<file path="config.mk">
export PLATFORM = sky130hd
export DESIGN_NAME = disp_scan_rx
export DESIGN_NICKNAME = d
export VERILOG_FILES = /design/src/rtl/disp_scan_rx.sv
export SDC_FILE = /design/constraint.sdc
export NUM_CORES = 1
export LEC_CHECK = 0
export CAP_MARGIN = 20
export CORE_ASPECT_RATIO = 1.2
export CORE_MARGIN = 8
export CORE_UTILIZATION = 53
export DETAILED_ROUTE_END_ITERATION = 8
export GPL_TIMING_DRIVEN = 0
export PLACE_DENSITY = 0.76
export SETUP_SLACK_MARGIN = 0.5
export SLEW_MARGIN = 20
export SYNTH_ARGS = -nofsm -noshare
export SYNTH_HDL_FRONTEND = slang
export SYNTH_SLANG_ARGS = --single-unit
</file>
<file path="constraint.sdc">
create_clock -name clk -period 2.2 [get_ports clk]
set_clock_uncertainty 0.1 [all_clocks]
set_input_delay 0.55 -clock clk [delete_from_list [all_inputs] [get_ports clk]]
set_output_delay 0.55 -clock clk [all_outputs]
set_load 0.05 [all_outputs]
</file>
<file path="src/rtl/disp_scan_rx.sv">
// Loop-back monitor for a multiplexed 7-segment display bus.
// Decodes each scanned digit back to a nibble and reassembles the 16-bit word plus decimal points.
module disp_scan_rx #(
    parameter int SETTLE  = 4,
    parameter int TIMEOUT = 200000
) (
    input  logic        clk,
    input  logic        rst_n,
    input  logic [3:0]  AN,
    input  logic [6:0]  seg,
    input  logic        seg_P,
    output logic [15:0] dat,
    output logic [3:0]  dp,
    output logic        frame_vld,
    output logic        seg_err,
    output logic        stall
);

    localparam int SW = $clog2(SETTLE + 1);
    localparam int TW = $clog2(TIMEOUT + 1);

    typedef enum logic [1:0] {
        ST_IDLE   = 2'd0,
        ST_SETTLE = 2'd1,
        ST_HOLD   = 2'd2
    } state_t;

    // Returns {illegal, nibble}; anything outside the hex font (blank included) is illegal.
    function automatic logic [4:0] seg_decode(input logic [6:0] code);
        logic [4:0] r;
        case (code)
            7'h40:   r = 5'h00;
            7'h79:   r = 5'h01;
            7'h24:   r = 5'h02;
            7'h30:   r = 5'h03;
            7'h19:   r = 5'h04;
            7'h12:   r = 5'h05;
            7'h02:   r = 5'h06;
            7'h78:   r = 5'h07;
            7'h00:   r = 5'h08;
            7'h10:   r = 5'h09;
            7'h08:   r = 5'h0A;
            7'h03:   r = 5'h0B;
            7'h46:   r = 5'h0C;
            7'h21:   r = 5'h0D;
            7'h06:   r = 5'h0E;
            7'h0E:   r = 5'h0F;
            default: r = 5'h10;
        endcase
        return r;
    endfunction

    function automatic logic an_legal(input logic [3:0] an);
        logic r;
        case (an)
            4'b1110, 4'b1101, 4'b1011, 4'b0111: r = 1'b1;
            default:                            r = 1'b0;
        endcase
        return r;
    endfunction

    function automatic logic [1:0] an_index(input logic [3:0] an);
        logic [1:0] r;
        case (an)
            4'b1101: r = 2'd1;
            4'b1011: r = 2'd2;
            4'b0111: r = 2'd3;
            default: r = 2'd0;
        endcase
        return r;
    endfunction

    logic [3:0]    an_meta_q, an_sync_q;
    logic [6:0]    seg_meta_q, seg_sync_q;
    logic          segp_meta_q, segp_sync_q;

    state_t        state_q, state_d;
    logic [SW-1:0] cnt_q, cnt_d;
    logic [3:0]    an_ref_q, an_ref_d;
    logic [6:0]    seg_ref_q, seg_ref_d;
    logic [15:0]   shadow_q, shadow_d;
    logic [3:0]    sdp_q, sdp_d;
    logic [3:0]    seen_q, seen_d;
    logic          err_q, err_d;
    logic [TW-1:0] tmo_q, tmo_d;
    logic [15:0]   dat_q, dat_d;
    logic [3:0]    dp_q, dp_d;
    logic          frame_vld_q, frame_vld_d;
    logic          seg_err_q, seg_err_d;
    logic          stall_q, stall_d;

    logic          sample_s;
    logic          tmo_hit_s;
    logic [4:0]    dec_s;
    logic [1:0]    k_s;

    // Two-flop synchronizer; idle levels are all-high since every line is active low.
    always_ff @(posedge clk or negedge rst_n) begin
        if (!rst_n) begin
            an_meta_q   <= 4'hF;
            an_sync_q   <= 4'hF;
            seg_meta_q  <= 7'h7F;
            seg_sync_q  <= 7'h7F;
            segp_meta_q <= 1'b1;
            segp_sync_q <= 1'b1;
        end else begin
            an_meta_q   <= AN;
            an_sync_q   <= an_meta_q;
            seg_meta_q  <= seg;
            seg_sync_q  <= seg_meta_q;
            segp_meta_q <= seg_P;
            segp_sync_q <= segp_meta_q;
        end
    end

    // Digit qualification FSM: one sample per anode activation once AN/seg have been quiet long enough.
    always_comb begin
        state_d   = state_q;
        cnt_d     = cnt_q;
        an_ref_d  = an_ref_q;
        seg_ref_d = seg_ref_q;
        sample_s  = 1'b0;
        case (state_q)
            ST_IDLE: begin
                if (an_legal(an_sync_q)) begin
                    state_d   = ST_SETTLE;
                    cnt_d     = SW'(1);
                    an_ref_d  = an_sync_q;
                    seg_ref_d = seg_sync_q;
                end else begin
                    state_d = ST_IDLE;
                end
            end
            ST_SETTLE: begin
                if (!an_legal(an_sync_q)) begin
                    state_d = ST_IDLE;
                end else if ((an_sync_q != an_ref_q) || (seg_sync_q != seg_ref_q)) begin
                    cnt_d     = SW'(1);
                    an_ref_d  = an_sync_q;
                    seg_ref_d = seg_sync_q;
                end else if (cnt_q >= SW'(SETTLE - 1)) begin
                    sample_s = 1'b1;
                    state_d  = ST_HOLD;
                end else begin
                    cnt_d = cnt_q + SW'(1);
                end
            end
            ST_HOLD: begin
                if (an_sync_q != an_ref_q) begin
                    state_d = ST_IDLE;
                end else begin
                    state_d = ST_HOLD;
                end
            end
            default: state_d = ST_IDLE;
        endcase
    end

    // Frame assembly, delivery and stall watchdog.
    always_comb begin
        dec_s       = seg_decode(seg_sync_q);
        k_s         = an_index(an_sync_q);
        shadow_d    = shadow_q;
        sdp_d       = sdp_q;
        seen_d      = seen_q;
        err_d       = err_q;
        tmo_d       = tmo_q;
        dat_d       = dat_q;
        dp_d        = dp_q;
        frame_vld_d = 1'b0;
        seg_err_d   = seg_err_q;
        stall_d     = stall_q;
        tmo_hit_s   = 1'b0;

        if (sample_s) begin
            tmo_d   = {TW{1'b0}};
            stall_d = 1'b0;
        end else if (tmo_q != TW'(TIMEOUT)) begin
            tmo_d = tmo_q + TW'(1);
            if (tmo_d == TW'(TIMEOUT)) begin
                tmo_hit_s = 1'b1;
                stall_d   = 1'b1;
            end else begin
                tmo_hit_s = 1'b0;
            end
        end else begin
            tmo_d = tmo_q;
        end

        if (seen_q == 4'hF) begin
            dat_d       = shadow_q;
            dp_d        = sdp_q;
            seg_err_d   = err_q;
            frame_vld_d = 1'b1;
            seen_d      = 4'h0;
            err_d       = 1'b0;
        end else if (sample_s) begin
            // A digit seen twice before the frame filled up starts a fresh frame.
            if (seen_q[k_s]) begin
                seen_d = 4'b0001 << k_s;
                err_d  = dec_s[4];
            end else begin
                seen_d = seen_q | (4'b0001 << k_s);
                err_d  = err_q | dec_s[4];
            end
            shadow_d[{k_s, 2'b00} +: 4] = dec_s[3:0];
            sdp_d[k_s]                  = ~segp_sync_q;
        end else if (tmo_hit_s) begin
            seen_d = 4'h0;
            err_d  = 1'b0;
        end else begin
            seen_d = seen_q;
        end
    end

    // State and output registers.
    always_ff @(posedge clk or negedge rst_n) begin
        if (!rst_n) begin
            state_q     <= ST_IDLE;
            cnt_q       <= {SW{1'b0}};
            an_ref_q    <= 4'hF;
            seg_ref_q   <= 7'h7F;
            shadow_q    <= 16'h0000;
            sdp_q       <= 4'h0;
            seen_q      <= 4'h0;
            err_q       <= 1'b0;
            tmo_q       <= {TW{1'b0}};
            dat_q       <= 16'h0000;
            dp_q        <= 4'h0;
            frame_vld_q <= 1'b0;
            seg_err_q   <= 1'b0;
            stall_q     <= 1'b0;
        end else begin
            state_q     <= state_d;
            cnt_q       <= cnt_d;
            an_ref_q    <= an_ref_d;
            seg_ref_q   <= seg_ref_d;
            shadow_q    <= shadow_d;
            sdp_q       <= sdp_d;
            seen_q      <= seen_d;
            err_q       <= err_d;
            tmo_q       <= tmo_d;
            dat_q       <= dat_d;
            dp_q        <= dp_d;
            frame_vld_q <= frame_vld_d;
            seg_err_q   <= seg_err_d;
            stall_q     <= stall_d;
        end
    end

    assign dat       = dat_q;
    assign dp        = dp_q;
    assign frame_vld = frame_vld_q;
    assign seg_err   = seg_err_q;
    assign stall     = stall_q;

endmodule

</file>
After elaboration in Yosys (flattened, before gate mapping)
Cells that the tools add are included.
- register bits after elaboration: 106
- input bits: 14
- output and inout bits: 23
- logic and storage cells: 130
- add/subtract/negate cells: 3
- order comparisons: 3
- eq/ne operators: 32
- shift operators: 3
- muxes and demuxes: 51
- bitwise logic cells: 4
- reductions and logical operators: 14
- operators by type and width (kind ; count):
    $pmux 5 s16 ; 1
    $mux 18 ; 2
    $eq 7x7->1 const B ; 4
    $mux 4 ; 7
    $eq 7x5->1 const B ; 3
    $eq 7x6->1 const B ; 3
    $mux 1 ; 21
    $mux 7 ; 3
    $add 18x1->18 const B ; 1
    $eq 18x18->1 const B ; 1
    $ne 18x18->1 const B ; 1
    $bwmux 16 ; 1
    $eq 4x4->1 const B ; 4
    $shift 4x6->16 const A ; 1
    $shiftx 4x6->16 ; 1
    $eq 7x2->1 const B ; 2
    $eq 7x4->1 const B ; 2
    $pmux 7 s2 ; 1
    $mux 3 ; 4
    $pmux 2 s3 ; 2
    $ne 3x3->1 const B ; 3
    $mux 2 ; 4
    $pmux 4 s2 ; 1
    $reduce_and 4->1 ; 2
    other kinds (28) ; 35

Depth between registers and ports, before layout
- depth after elaboration: 10
- gate-level depth with buffers: 10
- mapped depth without buffers: 7

Least setup slack after synthesis
Ideal clock, no wire load.
- path type: register to register
- start: reg cnt_q[0]
- end: reg err_q
- setup time: 0.124 ns
- arrival: 1.987 ns
- data required time: 1.976 ns
- slack: -0.011 ns
- cell stages (with the launch flop): 9
- buffers on the path: 1
- clock period less this slack: 2.211 ns
- cells stage by stage: dfrtp_1 -> ha_1 -> ha_1 -> a211oi_1 -> nor4_1 -> and2_1 -> buf_2 -> and3_1 -> o31a_1
- longest elaborated chain between the ends: 7
- elaborated cells between the ends (all ways): 9
- classes of those cells: order compare: 1; mux: 7; reduce/logical: 1
- ends and longest elaborated chain (item ; line ; text):
    start: declaration ; 78 ; logic [SW-1:0] cnt_q, cnt_d;
    start signal: assignment ; 220 ; cnt_q <= {SW{1'b0}};
    start signal: assignment ; 235 ; cnt_q <= cnt_d;
    $ge 3x2->1 * ; 141 ; end else if (cnt_q >= SW'(SETTLE - 1)) begin
    $mux 1 * ; 141 ;
    $mux 1 * ; 137 ; end else if ((an_sync_q != an_ref_q) || (seg_sync_q != seg_ref_q)) begin
    $mux 1 * ; 135 ; if (!an_legal(an_sync_q)) begin
    $mux 1 * ; 123 ; case (state_q)
    $mux 1, on equally long branches ; 175, 197 ;
    $reduce_bool 3->1 (no line) / $mux 1 (equally long branches) ; -- ;
    end signal: assignment ; 241 ; err_q <= err_d;
    end: declaration ; 84 ; logic err_q, err_d;
Mark *: on every way between the ends. The rest lies on a longest branch, timed or not.
A chain may end at the register's enable or synchronous reset.

Worst setup path in the final report
- start: reg an_sync_q[3]
- end: reg shadow_q[9]
- longest elaborated chain between the ends: 7
- elaborated cells between the ends (all ways): 18
- classes of those cells: add/sub: 1; eq/ne: 5; shift: 2; mux: 7; reduce/logical: 3
- ends and longest elaborated chain (item ; line ; text):
    start: declaration ; 73 ; logic [3:0] an_meta_q, an_sync_q;
    start signal: assignment ; 108 ; an_sync_q <= an_meta_q;
    parallel branches: the longest is 7 deep, another holds $neg 4->6 ; -- ;
    end signal: assignment ; 238 ; shadow_q <= shadow_d;
    end: declaration ; 81 ; logic [15:0] shadow_q, shadow_d;
Several ways; the timed one is not identified. The select of a mux whose other input is x is not followed.

==> results.py <==
metrics = {
    "detailed_routing": {
        "detail_route.iter0.violations": 213,
        "drc": 0,
        "via_count": 4007,
        "viasPerCell": 5.724,
        "postRouteAntennaNets": 0,
        "detail_route.wl_per_cell_um": 17.44,
        "detailedRoute.firstPassIterationCount": 4,
        "routed_wl_mm": 12.21,
    },
    "clocking": {
        "cts_tree": "done",
        "clock_latency_ps": 360,
        "hold_buffers": 0,
        "cts_max_path_buffers": 2,
        "numCtsBuffers": 9,
        "root_buffer": "sky130_fd_sc_hd__clkbuf_16",
        "cts.sink_count": 106,
        "clkTransAtPathRegs_ps": 80,
        "cts_htree_levels": 3,
    },
    "synthesis": {
        "synth_top_area_share_pct": 34.64,
        "number_of_flops_mapped_to_enable_cells_by_yosys": 0,
        "post_synth_inst_count": 483,
        "asyncSetResetFlopFracSynth_pct": 100.0,
        "synth.distinct_cells": 65,
        "synth_sequential_area_ratio_pct": 52.57,
        "yosys.area.top_type": "sky130_fd_sc_hd__dfrtp_1",
        "synth.ff_latch_count": 106,
        "yosys-top-cells-area": "sky130_fd_sc_hd__dfrtp_1 35%, sky130_fd_sc_hd__dfstp_2 18%, sky130_fd_sc_hd__nand2_1 5.6%",
        "netlist_area_um2": 5129,
        "dominantRegCellSynth": "sky130_fd_sc_hd__dfrtp_1",
        "synthesis.nets": 505,
        "postSynthAreaPerCell_um2": 10.62,
        "ys_warn_count": 0,
    },
    "sta": {
        "period_share_pct": 103.3,
        "period_needed_ps": 2274,
        "timing_worst_slew_pin_value_ps": 563.7,
        "timing.slew.headroom_pct": 62.13,
        "fmax_mhz": 439.8,
        "grt_setup_unrepaired": "true",
        "layout_setup_ws_ps": -73.63,
        "setup_tns_ps": -472.6,
        "final_max_slew_viol_count": 0,
        "setup_violations": 19,
        "hold_violations": 0,
    },
    "finish": {
        "multiInputGateArea_um2": 2666,
        "core_occupancy_in_the_finished_layout_pct": 71.94,
        "antennaDiodeCount": 0,
        "sequential_cell_area_um2": 2698,
        "drive_above_1_share_pct": 40.55,
        "n_fill_cell": 652,
        "finish.instance_area_um2": 6810,
        "layout-area-overhead-vs-synth_pct": 32.79,
        "final_nets": 594,
    },
    "die": {
        "die_y_um": 123.8,
        "ios": 37,
        "number_of_placement_rows": 39,
        "core_area_um2": 9467,
        "die-area_um2": 13090,
        "start_util_pct": 54.18,
        "die_w_um": 105.8,
    },
    "flow_run": {
        "drv.max_cap_violation_count": 0,
    },
    "placed_design": {
        "placement.cell_area_um2": 5853,
        "hpwlAfterDp_mm": 7.209,
        "gp_congestion": 0.8238,
        "port_buffer_cells": 36,
    },
    "critical_path": {
        "worstSetupEndpointType": "register",
        "critical_path_arrival_ps": 2420,
        "cp_max_fo": 5,
        "path_class": "register to register",
        "launching_element_type_of_the_critical_path": "register",
        "critical_path_required_ps": 2350,
    },
    "grt": {
        "global_route.peak_usage_layer": "met2",
        "routing_usage_on_met2_pct": 30.15,
        "grt_max_degree": 59,
        "global_route.usage.met1_pct": 22.45,
        "wire_length_of_the_first_global_routing_pass_mm": 19.16,
        "globalRouteTotalUtil_pct": 18.22,
        "grt-ovfl-total": 0,
        "antenna_found_initial": 0,
        "grt_pass1_vias": 3896,
        "grt_util_met3_pct": 4.037,
    },
    "min_path": {
        "timing.hold.worst.class": "primary input to async pin",
    },
    "power": {
        "p_per_area_nw_per_um2": 646.6,
        "max-vdd-ir-drop_uv": 573.6,
        "static-leakage-power_nw": 3.122,
    },
    "run_status": {
        "violations": "setup timing",
        "status": "finished with violations",
    },
}
## cells in the final DEF, fill, tap and decap left out, types with 6 or more instances in the layout
cell type,count
sky130_fd_sc_hd__nor3_1,8
sky130_fd_sc_hd__nor2_1,24
sky130_fd_sc_hd__a21o_1,6
sky130_fd_sc_hd__clkdlybuf4s50_1,12
sky130_fd_sc_hd__buf_4,28
sky130_fd_sc_hd__xor2_1,14
sky130_fd_sc_hd__buf_6,23
sky130_fd_sc_hd__nand2_1,75
sky130_fd_sc_hd__o211ai_1,6
sky130_fd_sc_hd__nor3_2,6
sky130_fd_sc_hd__clkbuf_16,9
sky130_fd_sc_hd__mux2i_1,6
sky130_fd_sc_hd__nand3_1,15
sky130_fd_sc_hd__nor2_4,7
sky130_fd_sc_hd__mux2_4,18
sky130_fd_sc_hd__xnor2_1,14
sky130_fd_sc_hd__dfstp_2,35
sky130_fd_sc_hd__buf_2,29
sky130_fd_sc_hd__nor2b_1,9
sky130_fd_sc_hd__inv_1,6
sky130_fd_sc_hd__nor2_2,7
sky130_fd_sc_hd__nand4_1,15
sky130_fd_sc_hd__dfrtp_1,70
## cells in the mapped netlist (all sizes together) (3+ instances only)
cell	number
nor2b	10
nor4	4
a21oi	6
and4	3
clkbuf	6
a211oi	5
nand3	21
nor2	38
buf	23
nor3	16
mux2	22
ha	8
nand2b	8
nand4	15
a21o	6
nor4b	4
inv	9
dfstp	35
and3	7
o211ai	6
and2	4
mux2i	6
xnor2	16
dfrtp	71
nand4b	5
nor3b	5
xor2	14
o21ai	8
nand2	76
## cell families after synthesis
group                    after synthesis  synth area share [%]
flip-flops                           106                 52.57
AO/OA/AOI/OAI                         50                 7.465
XOR/XNOR                              30                 5.123
buffers and inverters                 38                 3.854
multiplexers                          28                 6.002
adder cells (fa/ha/maj)                8                 1.952
AND/OR/NAND/NOR                      223                 23.03
## power breakdown
group / switching [W] / internal, W
logic: 0.000197 / 0.000237
registers: 0.0000602 / 0.00207
clock network: 0.000802 / 0.00104
total: 0.00106 / 0.00334
## area by class of cell
| cell class | count | area share [%] |
|---|---|---|
| Timing Repair Buffer | 78 | 9.535 |
| Inverter | 9 | 0.5695 |
| Buffer | 29 | 3.821 |
| Sequential cell | 106 | 39.61 |
| Tap cell | 123 | 2.260 |
| Multi-Input combinational cell | 339 | 39.15 |
| Clock inverter | 7 | 1.745 |
| Clock buffer | 9 | 3.307 |
## worst paths after layout
kind / from / cells after the start / to / slack, ps
min in group clk: an_meta_q[2]$_DFF_PN1_ / 0 / an_sync_q[2]$_DFF_PN1_ / 250
min reg2reg: an_meta_q[2]$_DFF_PN1_ / 0 / an_sync_q[2]$_DFF_PN1_ / 250
max reg2reg: an_sync_q[3]$_DFF_PN1_ / 10 / shadow_q[9]$_DFFE_PN0P_ / -70
max in group asynchronous: rst_n / 2 / seg_ref_q[0]$_DFFE_PN1P_ / 1310
min: rst_n / 1 / tmo_q[13]$_DFFE_PN0P_ / 10
max: an_sync_q[3]$_DFF_PN1_ / 10 / shadow_q[9]$_DFFE_PN0P_ / -70
## flip-flops by register name, summed over array words and instances, names as in the netlist, 7 cells and up
register / cells
tmo_q: 18
dat: 16
shadow_q: 16
seg_meta_q: 7
seg_ref_q: 7
seg_sync_q: 7
## worst max-delay path, cell delays in order, from the launching register on
cell and delay [ps]:
sky130_fd_sc_hd__dfstp_2 530, sky130_fd_sc_hd__buf_6 110, sky130_fd_sc_hd__xor2_1 170, sky130_fd_sc_hd__and3_4 270, sky130_fd_sc_hd__inv_6 60, sky130_fd_sc_hd__a31oi_4 180, sky130_fd_sc_hd__buf_6 160, sky130_fd_sc_hd__nand4_1 210
sky130_fd_sc_hd__buf_4 230, sky130_fd_sc_hd__nand2_1 90, sky130_fd_sc_hd__o21ai_2 60
## per-stage QoR
step | cells | worst slack, ps | power, W | hold slack (ps)
after floorplan | 483 | 80.76 | 0.002386 | 154.4
after global placement | 642 | -3304 | 0.002485 | 245.8
after detailed placement | 643 | -541.8 | 0.002508 | 247.8
after CTS | 687 | -10.21 | 0.004396 | 28.86
after global routing | 700 | -177.2 | 0.004558 | 39.20
final | 700 | -73.63 | 0.004404 | 9.982
## timing repair
item,CTS,global route
resized for setup,178,36
cloned,4,1
buffers inserted,24,12
pin swaps,37,14
setup endpoints to repair,102,79
## metal layers
| layer | routed length, um | vias up | share of wire, % |
|---|---|---|---|
| li1 | - | 1854 | - |
| met1 | 4999 | 2015 | 41 |
| met2 | 6410 | 106 | 52 |
| met3 | 481 | 32 | 3.9 |
| met4 | 318 | 0 | 2.6 |
| met5 | 0 | - | 0 |
Note: power is estimated with default switching activity, not from simulation.
